### src/rtl/alu_serial_pkg.sv
// Shared types and constants for the bit-serial ALU: FSM states, control codes,
// slice operations and the control decoder.
package alu_serial_pkg;

    localparam int WIDTH = 32;
    localparam int IDX_W = 5;

    typedef enum logic [1:0] {
        ST_IDLE = 2'd0,
        ST_RUN  = 2'd1,
        ST_FIN  = 2'd2
    } state_t;

    localparam logic [3:0] CTRL_AND = 4'b0000;
    localparam logic [3:0] CTRL_OR  = 4'b0001;
    localparam logic [3:0] CTRL_ADD = 4'b0010;
    localparam logic [3:0] CTRL_SUB = 4'b0110;
    localparam logic [3:0] CTRL_SLT = 4'b0111;
    localparam logic [3:0] CTRL_NOR = 4'b1100;

    typedef enum logic [1:0] {
        OP_AND  = 2'd0,
        OP_OR   = 2'd1,
        OP_ADD  = 2'd2,
        OP_LESS = 2'd3
    } slice_op_t;

    typedef struct packed {
        logic      a_inv;
        logic      b_inv;
        slice_op_t op;
        logic      cin0;   // carry into bit 0
        logic      arith;  // add/sub/slt: carry and overflow are meaningful
        logic      slt;
    } slice_ctrl_t;

    // Unknown control codes fall back to AND.
    function automatic slice_ctrl_t decode_ctrl(input logic [3:0] ctrl);
        slice_ctrl_t d;
        d    = '0;
        d.op = OP_AND;
        case (ctrl)
            CTRL_OR:  d.op = OP_OR;
            CTRL_ADD: begin d.op = OP_ADD; d.arith = 1'b1; end
            CTRL_SUB: begin d.op = OP_ADD; d.arith = 1'b1; d.b_inv = 1'b1; d.cin0 = 1'b1; end
            CTRL_SLT: begin d.op = OP_ADD; d.arith = 1'b1; d.b_inv = 1'b1; d.cin0 = 1'b1; d.slt = 1'b1; end
            CTRL_NOR: begin d.a_inv = 1'b1; d.b_inv = 1'b1; end
            default:  d.op = OP_AND;
        endcase
        return d;
    endfunction

endpackage

### src/rtl/alu_serial_if.sv
// Request/response bundle of the bit-serial ALU.
interface alu_serial_if;
    logic        start_i;
    logic [31:0] src1_i;
    logic [31:0] src2_i;
    logic [3:0]  ctrl_i;
    logic [31:0] result_o;
    logic        zero_o;
    logic        cout_o;
    logic        overflow_o;
    logic        busy_o;
    logic        done_o;

    modport master (
        output start_i, src1_i, src2_i, ctrl_i,
        input  result_o, zero_o, cout_o, overflow_o, busy_o, done_o
    );

    modport slave (
        input  start_i, src1_i, src2_i, ctrl_i,
        output result_o, zero_o, cout_o, overflow_o, busy_o, done_o
    );
endinterface

### src/rtl/alu_serial_slice.sv
// One-bit ALU slice: optional operand inversion, then AND / OR / full-add / less.
module alu_serial_slice
    import alu_serial_pkg::*;
(
    input  logic      a,
    input  logic      b,
    input  logic      less,
    input  logic      a_inv,
    input  logic      b_inv,
    input  logic      cin,
    input  slice_op_t op,
    output logic      result,
    output logic      cout
);
    logic a_eff;
    logic b_eff;

    assign a_eff = a ^ a_inv;
    assign b_eff = b ^ b_inv;
    assign cout  = (a_eff & b_eff) | (a_eff & cin) | (b_eff & cin);

    always_comb begin
        result = 1'b0;
        case (op)
            OP_AND:  result = a_eff & b_eff;
            OP_OR:   result = a_eff | b_eff;
            OP_ADD:  result = a_eff ^ b_eff ^ cin;
            OP_LESS: result = less;
            default: result = 1'b0;
        endcase
    end
endmodule

### src/rtl/alu_serial.sv
// Bit-serial 32-bit ALU: one bit per cycle, LSB first, result published in FIN.
// Define ALU_SERIAL_OVF_EN to register and drive overflow_o; otherwise it is tied low.
module alu_serial
    import alu_serial_pkg::*;
(
    input  logic         clk_i,
    input  logic         rst_i,
    alu_serial_if.slave  bus
);
    state_t            state_reg, state_next;
    logic [WIDTH-1:0]  a_reg, b_reg, shadow_reg, result_reg;
    slice_ctrl_t       op_reg;
    logic [IDX_W-1:0]  idx_reg;
    logic              carry_reg, c31_reg;
    logic              zero_reg, cout_reg, done_reg;
    logic              slice_cin, slice_result, slice_cout;
    logic              ovf_int;
    logic [WIDTH-1:0]  final_result;

    // Carry register is cleared on accept, so bit 0 takes the op's initial carry.
    assign slice_cin = (idx_reg == '0) ? op_reg.cin0 : carry_reg;

    alu_serial_slice u_slice (
        .a      (a_reg[idx_reg]),
        .b      (b_reg[idx_reg]),
        .less   (1'b0),
        .a_inv  (op_reg.a_inv),
        .b_inv  (op_reg.b_inv),
        .cin    (slice_cin),
        .op     (op_reg.op),
        .result (slice_result),
        .cout   (slice_cout)
    );

    // In FIN carry_reg holds c32 and c31_reg the carry into bit 31.
    assign ovf_int      = c31_reg ^ carry_reg;
    assign final_result = op_reg.slt ? {{(WIDTH-1){1'b0}}, shadow_reg[WIDTH-1] ^ ovf_int}
                                     : shadow_reg;

    always_ff @(posedge clk_i or posedge rst_i) begin
        if (rst_i) state_reg <= ST_IDLE;
        else       state_reg <= state_next;
    end

    always_comb begin
        state_next = state_reg;
        case (state_reg)
            ST_IDLE: if (bus.start_i) state_next = ST_RUN;
            ST_RUN:  if (idx_reg == IDX_W'(WIDTH-1)) state_next = ST_FIN;
            ST_FIN:  state_next = ST_IDLE;
            default: state_next = ST_IDLE;
        endcase
    end

`ifdef ALU_SERIAL_OVF_EN
    logic ovf_reg;
    always_ff @(posedge clk_i or posedge rst_i) begin
        if (rst_i)                  ovf_reg <= 1'b0;
        else if (state_reg == ST_FIN) ovf_reg <= op_reg.arith & ovf_int;
    end
    assign bus.overflow_o = ovf_reg;
`else
    assign bus.overflow_o = 1'b0;
`endif

    always_ff @(posedge clk_i or posedge rst_i) begin
        if (rst_i) begin
            a_reg      <= '0;
            b_reg      <= '0;
            op_reg     <= '0;
            idx_reg    <= '0;
            carry_reg  <= 1'b0;
            c31_reg    <= 1'b0;
            shadow_reg <= '0;
            result_reg <= '0;
            zero_reg   <= 1'b1;
            cout_reg   <= 1'b0;
            done_reg   <= 1'b0;
        end else begin
            done_reg <= 1'b0;
            case (state_reg)
                ST_IDLE: begin
                    if (bus.start_i) begin
                        a_reg     <= bus.src1_i;
                        b_reg     <= bus.src2_i;
                        op_reg    <= decode_ctrl(bus.ctrl_i);
                        idx_reg   <= '0;
                        carry_reg <= 1'b0;
                        c31_reg   <= 1'b0;
                    end
                end
                ST_RUN: begin
                    shadow_reg[idx_reg] <= slice_result;
                    carry_reg           <= slice_cout;
                    if (idx_reg == IDX_W'(WIDTH-1)) c31_reg <= slice_cin;
                    idx_reg <= idx_reg + 1'b1;
                end
                ST_FIN: begin
                    result_reg <= final_result;
                    zero_reg   <= (final_result == '0);
                    cout_reg   <= op_reg.arith & carry_reg;
                    done_reg   <= 1'b1;
                end
                default: ;
            endcase
        end
    end

    assign bus.result_o = result_reg;
    assign bus.zero_o   = zero_reg;
    assign bus.cout_o   = cout_reg;
    assign bus.busy_o   = (state_reg != ST_IDLE);
    assign bus.done_o   = done_reg;
endmodule

### src/flat_wrapper.sv
// flat-port wrapper written by rule: the top's interface ports become plain ports
module alu_serial_flat import alu_serial_pkg::*;
  (clk_i, rst_i, bus_start_i, bus_src1_i, bus_src2_i, bus_ctrl_i, bus_result_o, bus_zero_o, bus_cout_o, bus_overflow_o, bus_busy_o, bus_done_o);
  alu_serial_if bus_i ();
  input  logic clk_i;
  input  logic rst_i;
  input wire logic [$bits(bus_i.start_i)-1:0] bus_start_i;
  input wire logic [$bits(bus_i.src1_i)-1:0] bus_src1_i;
  input wire logic [$bits(bus_i.src2_i)-1:0] bus_src2_i;
  input wire logic [$bits(bus_i.ctrl_i)-1:0] bus_ctrl_i;
  output wire logic [$bits(bus_i.result_o)-1:0] bus_result_o;
  output wire logic [$bits(bus_i.zero_o)-1:0] bus_zero_o;
  output wire logic [$bits(bus_i.cout_o)-1:0] bus_cout_o;
  output wire logic [$bits(bus_i.overflow_o)-1:0] bus_overflow_o;
  output wire logic [$bits(bus_i.busy_o)-1:0] bus_busy_o;
  output wire logic [$bits(bus_i.done_o)-1:0] bus_done_o;
  assign bus_i.start_i = bus_start_i;
  assign bus_i.src1_i = bus_src1_i;
  assign bus_i.src2_i = bus_src2_i;
  assign bus_i.ctrl_i = bus_ctrl_i;
  assign bus_result_o = bus_i.result_o;
  assign bus_zero_o = bus_i.zero_o;
  assign bus_cout_o = bus_i.cout_o;
  assign bus_overflow_o = bus_i.overflow_o;
  assign bus_busy_o = bus_i.busy_o;
  assign bus_done_o = bus_i.done_o;
  alu_serial u_core (.clk_i(clk_i), .rst_i(rst_i), .bus(bus_i));
endmodule
### config.mk
export PLATFORM = sky130hd
export DESIGN_NAME = alu_serial_flat
export DESIGN_NICKNAME = d
export VERILOG_FILES = /design/src/rtl/alu_serial_pkg.sv /design/src/rtl/alu_serial_if.sv /design/src/rtl/alu_serial_slice.sv /design/src/rtl/alu_serial.sv /design/src/flat_wrapper.sv
export SDC_FILE = /design/constraint.sdc
export NUM_CORES = 1
export LEC_CHECK = 0
export ABC_AREA = 1
export CAP_MARGIN = 20
export CORE_UTILIZATION = 45
export CTS_CLUSTER_DIAMETER = 100
export DETAILED_ROUTE_END_ITERATION = 10
export GPL_TIMING_DRIVEN = 0
export PLACE_DENSITY = 0.71
export SYNTH_ARGS = -nofsm -noshare
export SYNTH_HDL_FRONTEND = slang
export SYNTH_HIERARCHICAL = 1
export SYNTH_SLANG_ARGS = --single-unit
### constraint.sdc
create_clock -name clk_i -period 7.9 [get_ports clk_i]
set_clock_uncertainty 0.05 [all_clocks]
set_input_delay 1.58 -clock clk_i [delete_from_list [all_inputs] [get_ports clk_i]]
set_output_delay 1.58 -clock clk_i [all_outputs]
set_load 0.02 [all_outputs]
==> flow_results.org <==
** STA
- Final setup TNS :: 0 ns
- RSZ-0062 raised after global routing :: false
- Post-route minimum period :: 3.50 ns
- Dividing the final minimum period by the clock period gives 44.2%.
- Headroom to the max-slew limit came out at 55.4%.
- At the pin with the least slew margin, the transition time is 0.669 ns.
- Upper clock frequency limit :: 286 MHz
- Pins Over Slew Limit :: 0
- Setup violations remaining at the end of the flow were counted as 0.
- The total count of hold-check failures in the final report is 0.

** Critical path
- The worst register-to-register path has a setup slack of 4.40 ns.
- The worst register-to-register path ends at u_core/shadow_reg[15].
- Counting stages on the worst path, the most repeated cell is sky130_fd_sc_hd__nand2_1.
- The number of buffers and inverters on the critical path is 6.
- Worst Reg-to-Reg Cells :: 18
- Startpoint kind of the worst setup timing path :: flip-flop
- The critical path in this run is classified as reg -> reg.
- The worst setup path is captured at a flip-flop.
- Worst setup path endpoint :: u_core/shadow_reg[15]
- Dominant delay contributor by cell family on the critical path :: buffers and inverters
- Traced cell by cell, the critical path runs through buf_2 -> inv_2 -> buf_4 -> nand3_1 -> nand2_1 -> nand2_1 -> nand2_1 -> nor2_1 -> nand2_1 -> xor2_1 -> fa_1 -> inv_1 -> nand2_1 -> nand3_1 -> nand2_1 -> inv_1 -> clkbuf_1 -> a31oi_1.
- The critical path crosses 18 cells after its start point.
- Crit path from :: u_core/idx_reg[1]
- STA puts the critical path data arrival time at 3.72 ns.
- Critical-path top delay cell :: sky130_fd_sc_hd__fa_1
- On the worst path, the slowest cell contributes a delay of 0.48 ns.
- At the worst endpoint, the required time is 8.12 ns.
- Maximum fanout along the worst path :: 11
- The worst register-to-register path begins at u_core/idx_reg[1].

** Status
- The flow ran to the end, but the final reports show violations.
- The final reports fail on design-rule violations.

** Synth
- By area the synthesized netlist is led by sky130_fd_sc_hd__dfrtp_1 (53%), sky130_fd_sc_hd__nand2_1 (18%), sky130_fd_sc_hd__o21ai_0 (6.0%).
- Count of mapped cells out of synthesis :: 854
- sky130_fd_sc_hd__dfrtp_1 takes more of the synthesized area than any other cell.
- A synthesized cell averages 8.05 um2.
- For this run, the number of Yosys warnings is 6.
- Yosys mapped the design onto 32 distinct sky130hd cell types.
- Counting flops and latches in the post-synthesis netlist gives 146.
- The top cell type by area accounts for 52.8% of the synthesized area.
- Sequential element share of the synthesized area :: 53.1%
- Summed instance area of the synthesized netlist :: 6880 um2

** Layout
- The final layout contains 1060 nets.
- Final cell count without fillers :: 1176
- The area growth from synthesis to layout is 27.5%.
- The post-route netlist has 8.57% of its cells at a drive strength greater than 1.
- 0 antenna diodes ended up in the layout.
- Fill cells in the final layout number 1321.

** Hold path
- Path type of the worst min-delay path :: reg -> reg

** Routing
- In the routed design, unresolved DRC markers number 3.
- In the final routed layout, each cell accounts on average for 15.3 um.
- Once detail routing completed, the nets flagged for antenna violations numbered 0.
- The first detailed-routing pass took 8 iterations.
- After detailed routing, the total wire length is 18000 um.
- Iteration-0 DRC count of the detailed router :: 482
- For this block, the via count after detailed routing is 6068.
- After detailed routing, the number of vias per cell comes to 5.16.

** Run
- Max capacitance violation total :: 0

** Clock network
- The clock reaches the later pin of the worst-skew pair after 0.42 ns.
- Maximum number of buffers from clock root to sink :: 2
- Clock transition time at the flip-flop clock pins of the worst setup and hold paths :: 0.06 ns
- CTS saw 146 sinks.
- The number of hold buffers added after CTS was 0.
- Number of setup buffers added after CTS :: 0
- H-tree depth :: 4
- In this run the clock root is driven by a sky130_fd_sc_hd__clkbuf_16.
- CTS tree :: built
- In this run, post-CTS repair resized a total of 0 instances.
- Number of CTS-inserted buffers :: 17

** Placed design
- Including well taps, the total number of placed cells is 1146.
- Once detailed placement completed, the half-perimeter wirelength came to 13000 um.
- The congestion estimate from routability-driven global placement came to 0.824.
- Total of buffers placed on input and output ports :: 106

** Die
- Initial Utilization :: 46.8%
- The die is 126 um tall.
- In this run the count of I/O pins placed on the die edge is 108.
- The die is 126 um wide.
- The die covers 15800 um2.
- The floorplan has 44 rows.
- After floorplanning, the core was sized to cover 14700 um2.

** Global route
- Overall routing resource usage :: 24.8%
- Antenna violations before repair :: 0
- Entering global routing, the biggest net connects 75 pins.
- First-pass GRT wire length :: 30400 um
- Total gr overflow :: 0
- Via count of the first global-routing pass :: 5922

** Pwr
- Summed over all cells, the static leakage comes to 4.31 nW.
- In this run the power density over the cells is 431 nW/um2.
- Largest vdd supply drop :: 0.232 mV
[where the power goes]
part / internal, mW / total, mW / switching, mW
registers: 1.08 / 1.25 / 0.164
logic: 0.625 / 1.76 / 1.13
clock network: 0.485 / 0.777 / 0.292
[kinds of logic after synthesis]
group	Yosys count	synth area share, %
flops	146	53.1
xor+xnor	2	0.255
simple gates	427	25.3
other cells	1	0.0545
buf+inv	116	7.62
compound gates	154	12.1
fa+ha+maj	8	1.56
[worst register-to-register path, cell delays in order (launching register included)]
cell and delay [ns]:
sky130_fd_sc_hd__dfrtp_1 0.40, sky130_fd_sc_hd__buf_2 0.22, sky130_fd_sc_hd__inv_2 0.17, sky130_fd_sc_hd__buf_4 0.23, sky130_fd_sc_hd__nand3_1 0.15, sky130_fd_sc_hd__nand2_1 0.11, sky130_fd_sc_hd__nand2_1 0.05, sky130_fd_sc_hd__nand2_1 0.08
sky130_fd_sc_hd__nor2_1 0.04, sky130_fd_sc_hd__nand2_1 0.07, sky130_fd_sc_hd__xor2_1 0.33, sky130_fd_sc_hd__fa_1 0.48, sky130_fd_sc_hd__inv_1 0.06, sky130_fd_sc_hd__nand2_1 0.05, sky130_fd_sc_hd__nand3_1 0.07, sky130_fd_sc_hd__nand2_1 0.11
sky130_fd_sc_hd__inv_1 0.11, sky130_fd_sc_hd__clkbuf_1 0.39, sky130_fd_sc_hd__a31oi_1 0.16
[worst min-delay path by stage]
stage | from | endpoint | slack (ns) | cells after the start
after detailed placement | u_core/a_reg[2] | u_core/a_reg[2] | 0.41 | 2
after floorplan | u_core/a_reg[23] | u_core/a_reg[23] | 0.39 | 2
after global placement | u_core/b_reg[15] | u_core/b_reg[15] | 0.40 | 2
after global routing | u_core/a_reg[12] | u_core/a_reg[12] | 0.45 | 2
final | u_core/a_reg[14] | u_core/a_reg[14] | 0.42 | 2
after CTS | u_core/bus.zero_o | u_core/bus.zero_o | 0.42 | 2
[synthesized netlist by cell type]
| cell type | count |
|---|---|
| sky130_fd_sc_hd__nand2_1 | 333 |
| sky130_fd_sc_hd__dfrtp_1 | 145 |
| sky130_fd_sc_hd__o21ai_0 | 83 |
| sky130_fd_sc_hd__nor2_1 | 61 |
| sky130_fd_sc_hd__inv_1 | 60 |
| sky130_fd_sc_hd__a21oi_1 | 32 |
| sky130_fd_sc_hd__a31oi_1 | 28 |
| sky130_fd_sc_hd__buf_2 | 17 |
| sky130_fd_sc_hd__nand3_1 | 17 |
| sky130_fd_sc_hd__buf_4 | 14 |
| sky130_fd_sc_hd__clkbuf_1 | 12 |
| sky130_fd_sc_hd__inv_2 | 11 |
| sky130_fd_sc_hd__ha_1 | 7 |
| sky130_fd_sc_hd__nor3_4 | 6 |
| sky130_fd_sc_hd__o31ai_1 | 5 |
| sky130_fd_sc_hd__buf_6 | 2 |
| sky130_fd_sc_hd__nand4_1 | 2 |
| sky130_fd_sc_hd__nor2_2 | 2 |
| sky130_fd_sc_hd__nor3_1 | 2 |
| sky130_fd_sc_hd__o21ai_1 | 2 |
| sky130_fd_sc_hd__o22ai_1 | 2 |
| sky130_fd_sc_hd__conb_1 | 1 |
| sky130_fd_sc_hd__dfstp_2 | 1 |
| sky130_fd_sc_hd__fa_1 | 1 |
| sky130_fd_sc_hd__nand2_2 | 1 |
| sky130_fd_sc_hd__nor2_8 | 1 |
| sky130_fd_sc_hd__o21a_1 | 1 |
| sky130_fd_sc_hd__o31ai_2 | 1 |
| sky130_fd_sc_hd__or2_2 | 1 |
| sky130_fd_sc_hd__or2_4 | 1 |
| sky130_fd_sc_hd__xnor2_1 | 1 |
| sky130_fd_sc_hd__xor2_1 | 1 |
[cell type report]
type	instances	area [um2]	share of cell area [%]
sequential	146	3650	41.7
multi-input combinational	593	2700	30.8
timing repair buffer	107	1090	12.4
clock buffer	25	485	5.54
inverter	71	272	3.10
buffer	45	258	2.94
tap	184	230	2.63
clock inverter	5	77.6	0.885
[through the flow]
step           instance area, um2  util (%)  power (mW)  hold WS, ns  worst slack, ns
2_1_floorplan                6880         -        2.40        0.387             2.35
3_3_place_gp                 8170      55.6        2.94        0.403            0.351
3_5_place_dp                 8200      55.8        2.99        0.412             4.48
4_1_cts                      8770      59.6        3.79        0.423             4.44
5_1_grt                      8770      59.6        4.08        0.450             4.11
6_report                     8770      59.6        3.78        0.422             4.40
[placed cells by master, fill, tap and decap left out, types with 2 or more instances in the layout]
| cell type | netlist | layout |
|---|---|---|
| sky130_fd_sc_hd__buf_4 | 14 | 14 |
| sky130_fd_sc_hd__clkbuf_8 | 0 | 3 |
| sky130_fd_sc_hd__nand2_1 | 333 | 333 |
| sky130_fd_sc_hd__o21ai_0 | 83 | 83 |
| sky130_fd_sc_hd__dfrtp_1 | 145 | 145 |
| sky130_fd_sc_hd__inv_1 | 60 | 59 |
| sky130_fd_sc_hd__a21oi_1 | 32 | 32 |
| sky130_fd_sc_hd__clkbuf_16 | 0 | 17 |
| sky130_fd_sc_hd__clkbuf_1 | 12 | 17 |
| sky130_fd_sc_hd__nor3_4 | 6 | 6 |
| sky130_fd_sc_hd__ha_1 | 7 | 7 |
| sky130_fd_sc_hd__nor3_1 | 2 | 2 |
| sky130_fd_sc_hd__o21ai_1 | 2 | 2 |
| sky130_fd_sc_hd__o22ai_1 | 2 | 2 |
| sky130_fd_sc_hd__nor2_1 | 61 | 61 |
| sky130_fd_sc_hd__nor2_2 | 2 | 2 |
| sky130_fd_sc_hd__nand4_1 | 2 | 2 |
| sky130_fd_sc_hd__clkinv_2 | 0 | 2 |
| sky130_fd_sc_hd__o31ai_1 | 5 | 5 |
| sky130_fd_sc_hd__a31oi_1 | 28 | 28 |
| sky130_fd_sc_hd__conb_1 | 1 | 2 |
| sky130_fd_sc_hd__bufinv_16 | 0 | 2 |
| sky130_fd_sc_hd__buf_6 | 2 | 2 |
| sky130_fd_sc_hd__clkdlybuf4s50_1 | 0 | 106 |
| sky130_fd_sc_hd__inv_2 | 11 | 11 |
| sky130_fd_sc_hd__nand3_1 | 17 | 17 |
| sky130_fd_sc_hd__buf_2 | 17 | 17 |
[metal layers]
| layer | GRT usage [%] | share of wire, % | vias to the layer above | routed length [um] |
|---|---|---|---|---|
| met1 | 34.1 | 46 | 2881 | 8210 |
| met3 | 5.44 | 6.3 | 19 | 1130 |
| met4 | 7.46 | 1.4 | 0 | 246 |
| met2 | 39.5 | 47 | 202 | 8370 |
| li1 | - | - | 2966 | - |
| met5 | 0 | 0 | - | 0 |
(Power assumes the default switching activity.)
